===== src/rtl/sha256_pkg.sv =====
// Shared SHA-256 schedule helpers: small sigma functions, padding constants and FSM state codes.
package sha256_pkg;

    localparam logic [31:0] SHA_PAD_WORD    = 32'h80000000;
    localparam logic [31:0] SHA_LEN256_WORD = 32'h00000100;

    localparam logic [0:0] ST_LOAD   = 1'b0;
    localparam logic [0:0] ST_EXPAND = 1'b1;

    // s0 = ROTR7 ^ ROTR18 ^ SHR3
    function automatic logic [31:0] sha256_s0(input logic [31:0] x);
        return {x[6:0], x[31:7]} ^ {x[17:0], x[31:18]} ^ {3'b000, x[31:3]};
    endfunction

    // s1 = ROTR17 ^ ROTR19 ^ SHR10
    function automatic logic [31:0] sha256_s1(input logic [31:0] x);
        return {x[16:0], x[31:17]} ^ {x[18:0], x[31:19]} ^ {10'b0, x[31:10]};
    endfunction

endpackage


===== src/rtl/sha256_sched_window.sv =====
// 16-word sliding window of the message schedule; win[0] is the oldest word, new words enter at win[15].
module sha256_sched_window (
    input  logic        clk,
    input  logic        shift_en,
    input  logic [31:0] din,
    output logic [31:0] tap0,
    output logic [31:0] tap1,
    output logic [31:0] tap9,
    output logic [31:0] tap14
);

    logic [31:0] win [16];

    // NOTE: pure datapath storage carries no reset; every block overwrites it from word 0 before use.
    always_ff @(posedge clk) begin
        if (shift_en) begin
            for (int i = 0; i < 15; i++) begin
                win[i] <= win[i+1];
            end
            win[15] <= din;
        end
    end

    assign tap0  = win[0];
    assign tap1  = win[1];
    assign tap9  = win[9];
    assign tap14 = win[14];

endmodule


===== src/rtl/sha256_msg_schedule.sv =====
// SHA-256 message schedule: passes W[0..15] through, then expands W[16..ROUNDS-1] from the window.
// Optional feature: define SCHED_PAD_EN to synthesise the padding of a single 256-bit-digest block.
module sha256_msg_schedule
    import sha256_pkg::*;
#(
    parameter int ROUNDS = 64,
    parameter int IDX_W  = 7
) (
    input  logic             clk,
    input  logic             rst_n,
    input  logic             in_valid,
    output logic             in_ready,
    input  logic [31:0]      in_data,
    input  logic             pad_mode,
    output logic             w_valid,
    input  logic             w_ready,
    output logic [31:0]      w_data,
    output logic [IDX_W-1:0] w_idx,
    output logic             blk_done,
    output logic             busy
);

    localparam logic [IDX_W-1:0] T_LAST      = IDX_W'(ROUNDS - 1);
    localparam logic [IDX_W-1:0] T_LOAD_LAST = IDX_W'(15);
    localparam logic [IDX_W-1:0] T_PAD_FIRST = IDX_W'(8);
    localparam logic [IDX_W-1:0] T_ONE       = IDX_W'(1);

    logic [0:0]       state;
    logic [IDX_W-1:0] t;
    logic             live;
    logic             busy_q;
    logic             hs;
    logic             word0_hs;
    logic             pad_now;
    logic [31:0]      pad_word;
    logic [31:0]      expand_word;
    logic [31:0]      tap0, tap1, tap9, tap14;

    sha256_sched_window u_window (
        .clk      (clk),
        .shift_en (hs),
        .din      (w_data),
        .tap0     (tap0),
        .tap1     (tap1),
        .tap9     (tap9),
        .tap14    (tap14)
    );

    assign expand_word = sha256_s1(tap14) + tap9 + sha256_s0(tap1) + tap0;
    assign pad_word    = (t == T_PAD_FIRST) ? SHA_PAD_WORD :
                         (t == T_LOAD_LAST) ? SHA_LEN256_WORD : 32'h0;

`ifdef SCHED_PAD_EN
    logic pad_q;

    always_ff @(posedge clk) begin
        if (!rst_n) begin
            pad_q <= 1'b0;
        end else if (word0_hs) begin
            pad_q <= pad_mode;
        end
    end

    assign pad_now = pad_q && (state == ST_LOAD) && (t >= T_PAD_FIRST);
`else
    logic unused_pad_mode;
    assign unused_pad_mode = pad_mode;
    assign pad_now         = 1'b0;
`endif

    // Outputs stay quiet during reset and for the first cycle after it (live is still low).
    // NOTE: every output of this combinational block gets a default first, so no latch can form.
    always_comb begin
        w_valid  = 1'b0;
        in_ready = 1'b0;
        w_data   = expand_word;
        if (state == ST_EXPAND) begin
            w_valid = live & rst_n;
        end else if (pad_now) begin
            w_valid = live & rst_n;
            w_data  = pad_word;
        end else begin
            w_valid  = live & rst_n & in_valid;
            in_ready = live & rst_n & w_ready;
            w_data   = in_data;
        end
    end

    assign hs       = w_valid & w_ready;
    assign word0_hs = hs && (state == ST_LOAD) && (t == '0);
    assign w_idx    = t;
    assign busy     = busy_q | word0_hs;

    // NOTE: state registers use non-blocking assignments so every flop samples pre-edge values.
    always_ff @(posedge clk) begin
        if (!rst_n) begin
            state    <= ST_LOAD;
            t        <= '0;
            live     <= 1'b0;
            blk_done <= 1'b0;
            busy_q   <= 1'b0;
        end else begin
            live     <= 1'b1;
            blk_done <= hs && (t == T_LAST);
            if (hs) begin
                if (t == T_LAST) begin
                    t      <= '0;
                    state  <= ST_LOAD;
                    busy_q <= 1'b0;
                end else begin
                    t      <= t + T_ONE;
                    busy_q <= 1'b1;
                    if (t == T_LOAD_LAST) begin
                        state <= ST_EXPAND;
                    end
                end
            end
        end
    end

endmodule


===== config.mk =====
export PLATFORM = sky130hd
export DESIGN_NAME = sha256_msg_schedule
export DESIGN_NICKNAME = d
export VERILOG_FILES = /design/src/rtl/sha256_pkg.sv /design/src/rtl/sha256_sched_window.sv /design/src/rtl/sha256_msg_schedule.sv
export SDC_FILE = /design/constraint.sdc
export NUM_CORES = 1
export LEC_CHECK = 0
export ABC_AREA = 1
export CORE_UTILIZATION = 57
export CTS_BUF_LIST = sky130_fd_sc_hd__clkbuf_8
export CTS_CLUSTER_DIAMETER = 80
export DETAILED_ROUTE_END_ITERATION = 10
export MAX_ROUTING_LAYER = met4
export PLACE_DENSITY = 0.78
export SETUP_SLACK_MARGIN = 0.2
export SLEW_MARGIN = 10
export SYNTH_ARGS = -nofsm -noshare
export SYNTH_HDL_FRONTEND = slang
export SYNTH_SLANG_ARGS = --single-unit

===== constraint.sdc =====
create_clock -name clk -period 3.8 [get_ports clk]
set_input_delay 0.38 -clock clk [delete_from_list [all_inputs] [get_ports clk]]
set_output_delay 0.38 -clock clk [all_outputs]
set_load 0.02 [all_outputs]

==> reports/qor.yml <==
floorplanning:
  rows: 70
  core_area_mm2: 0.0368
  start_util: 0.583
  ioPinCount: 80
  fp.dieArea_mm2: 0.0384
  die_h_um: 196
  die_x_um: 196
worst_setup_path:
  rrSetupSlack_ns: -1.06
  crit_slowest_cell: "fa_1"
  r2r-start: "u_window.win[1][8]"
  arrival_ns: 4.51
  r2r_cells: 28
  regToRegEndpoint: "u_window.win[15][31]"
  critical_path_required_ns: 3.42
  startpoint_type: "flop"
  critical_path.most_common_cell: "nand2_4"
  path_cells: "buf_8 -> xnor2_4 -> xor2_1 -> inv_1 -> fa_1 -> inv_2 -> fa_1 -> inv_2 -> ha_4 -> nand2_4 -> nand2_4 -> inv_1 -> nand3_4 -> nand2_4 -> nand2_8 -> xnor2_2 -> buf_4 -> o21ai_4 -> buf_6"
  cp-end-kind: "primary output"
  crit_path_max_incr_delay_ns: 0.55
  cp_max_fo: 4
  critical_path_class: "flop to primary output"
logic_synthesis:
  ys_warn_count: 0
  synth.area.mux_share: 0
  synth_compound_area_frac: 0.0107
  yosys.area_share.adder: 0.0771
  netlist_instances: 1495
  synth-xor-area-share: 0.0547
  ys_ff_latch: 523
  synth_area_mm2: 0.0215
  avgSynthCellArea_um2: 14.3
  ys_seq_area_frac: 0.727
  syn_nets: 1627
  ys_types: 34
  synth_top_family_by_area: "simple AND/OR/NAND/NOR gates"
  synthSimpleGateAreaFrac: 0.0785
grt:
  grt_max_degree: 158
  grt_usage: 0.279
  overflow: 0
  antenna_found_initial: 0
  grt_first_pass_wirelength_mm: 75.5
  first_global_vias: 13200
clocking:
  clk_pin_slew_worst_paths_ns: 0.06
  worstSkewPairLatency_ns: 0.64
  cts.sinks: 523
  cts_buffer_depth: 3
  cts-root-buf: "clkbuf_8"
  numCtsBuffers: 83
  h-tree-depth: 3
  cts_tree: "built"
sta:
  worstMarginPinSlew_ns: 0.901
  worst_slack_ns: -1.09
  skew_ns: 0.0284
  fmax_ghz: 0.204
  setup_tns_ns: -36.63
  slew_viol_final: 0
  period_minus_slack_ns: 4.89
  rsz0062_at_grt: "true"
  setup_viol: 53
  timing.final.crit_share: 1.29
  whs_ns: 0.391
  hold_violations: 0
  maxSlewHeadroom: 0.398
drt:
  ant_nets: 0
  drt_iter0_markers: 996
  vias: 12700
  vias_per_cell: 5.16
  drt-total-wl_mm: 50.9
  first_pass_iters: 5
  wl_per_cell_um: 20.6
  drcViolationCount: 0
cells_and_area:
  num-fill-cells: 1986
  layout.nets: 2065
  diodes: 0
  drive_gt1_frac: 0.359
  multi_input_area_mm2: 0.00634
  area_growth_pct: 32.8
  seqCellArea_mm2: 0.0156
placement:
  portBuffers: 78
  gp_congestion: 0.923
  place_ws_ns: -1.01
  dp_hpwl_mm: 32.5
min_path:
  worstHoldPathCells: 0
  holdCritStartpoint: "u_window.win[13][23]"
  hold_path.class: "flop to flop"
  hold_end: "u_window.win[12][23]"
power_and_ir_drop:
  leakage_nw: 11.5
  power.total_mw: 13.3
  peakVddDrop_v: 0.000272
  pwr_density_cell_mw_per_mm2: 467
outcome:
  violations: "negative setup slack"
  status: "finished, violations left"
job:
  drv_cap: 0
==> per-stage QoR <==
| step | util | instance area [µm²] | instances |
|---|---|---|---|
| after global routing | 0.774 | 28500 | 2466 |
| after CTS | 0.764 | 28100 | 2460 |
| final | 0.774 | 28500 | 2466 |
| after floorplan | - | 21500 | 1495 |
| after global placement | 0.657 | 24200 | 2198 |
| after detailed placement | 0.657 | 24200 | 2198 |
==> cell usage after synthesis <==
| cell | count | area share |
|---|---|---|
| edfxtp_1 | 512 | 0.72 |
| inv_1 | 288 | 0.050 |
| nand2_1 | 283 | 0.050 |
| xnor2_1 | 86 | 0.035 |
| fa_1 | 62 | 0.058 |
| xor2_1 | 48 | 0.020 |
| nor2_1 | 45 | 0.0079 |
| nand3_1 | 41 | 0.0096 |
| ha_1 | 33 | 0.019 |
| a21oi_1 | 23 | 0.0054 |
| dfxtp_1 | 11 | 0.010 |
| o21ai_0 | 11 | 0.0026 |
| clkbuf_1 | 6 | 0.0010 |
| nor3_1 | 6 | 0.0014 |
| nor2_2 | 5 | 0.0015 |
| nand2_2 | 4 | 0.0012 |
| nand3b_1 | 4 | 0.0014 |
| nand4_1 | 4 | 0.0012 |
| o21ai_1 | 4 | 0.00093 |
| and2_1 | 3 | 0.00087 |
| o21bai_1 | 2 | 0.00070 |
| or2_2 | 2 | 0.00058 |
| a21o_1 | 1 | 0.00035 |
| and3_2 | 1 | 0.00035 |
| inv_2 | 1 | 0.00017 |
| inv_6 | 1 | 0.00041 |
| nand2_4 | 1 | 0.00052 |
| nand3_2 | 1 | 0.00047 |
| nand4_4 | 1 | 0.00099 |
| nor4_1 | 1 | 0.00029 |
| nor4_2 | 1 | 0.00058 |
| o21ai_2 | 1 | 0.00041 |
| o31ai_1 | 1 | 0.00035 |
| or2_1 | 1 | 0.00029 |
==> cells in the final DEF (no fill, tap or decap), types with 27 or more instances in the layout <==
cell type / n
ha_4: 27
inv_1: 275
clkbuf_8: 86
xor2_1: 44
inv_2: 36
nand2_1: 174
nand2_2: 85
xnor2_1: 51
nand2_4: 27
fa_1: 59
buf_6: 92
clkdlybuf4s50_1: 46
buf_4: 208
edfxtp_1: 512
==> area by class of cell <==
cell class,instances,share of cell area
sequential,523,0.547
multi-input combinational,676,0.223
timing repair buffer,359,0.115
clock buffer,86,0.0415
inverter,290,0.0392
tap,468,0.0206
clock inverter,64,0.0136
==> worst max-delay path, delay by kind of cell, from the launching register on <==
family                   cells  cell delay (ns)
AO/OA/AOI/OAI                1             0.17
XOR/XNOR                     3             0.61
adder cells (fa/ha/maj)      3             1.38
buffers and inverters        7             0.80
flip-flops                   1             0.40
AND/OR/NAND/NOR              5             0.48
==> where the power goes <==
group          total (mW)  switching [mW]  leakage, nW  internal [mW]
logic                2.37            1.27         5.88           1.10
clock network        4.50            2.16        0.880           2.33
registers            6.43          0.0429         4.74           6.38
==> repair_timing <==
item,in CTS,in global routing
endpoints found under the setup margin,61,61
buffers inserted,112,6
pin swaps,113,62
gates resized for setup,512,88
hold buffers,0,0
==> state kept, by name (all words and copies together), names as in the netlist <==
name	cells
u_window.win	512
w_idx	7
blk_done	1
busy_q	1
live	1
state	1
==> how the worst max path moves through the flow <==
stage,start,endpoint,slack [ns],depth (start not counted)
floorplan,u_window.win[1][6],w_data[16],0.21,16
global placement,u_window.win[1][19],w_data[29],-1.02,20
detailed placement,u_window.win[1][8],w_data[10],-1.01,17
CTS,u_window.win[1][8],w_data[28],-0.93,22
global route,u_window.win[1][8],w_data[14],-1.19,19
finish,u_window.win[1][8],w_data[14],-1.09,19
==> cell families (layout without fill, tap and decap cells) <==
family          Yosys count  count (layout)
xor+xnor                134             134
flops                   523             523
fa+ha+maj                95              95
compound gates           43              43
simple gates            404             404
buf+inv                 296             799
==> metal layers <==
layer / track usage / routed length [µm] / share of wire / up-vias
met1: 0.352 / 20600 / 0.41 / 6310
met2: 0.447 / 25400 / 0.50 / 478
li1: - / - / - / 5829
met3: 0.0584 / 3120 / 0.061 / 96
met5: - / 0 / 0 / -
met4: 0.111 / 1710 / 0.034 / 0
(Power assumes the default switching activity.)
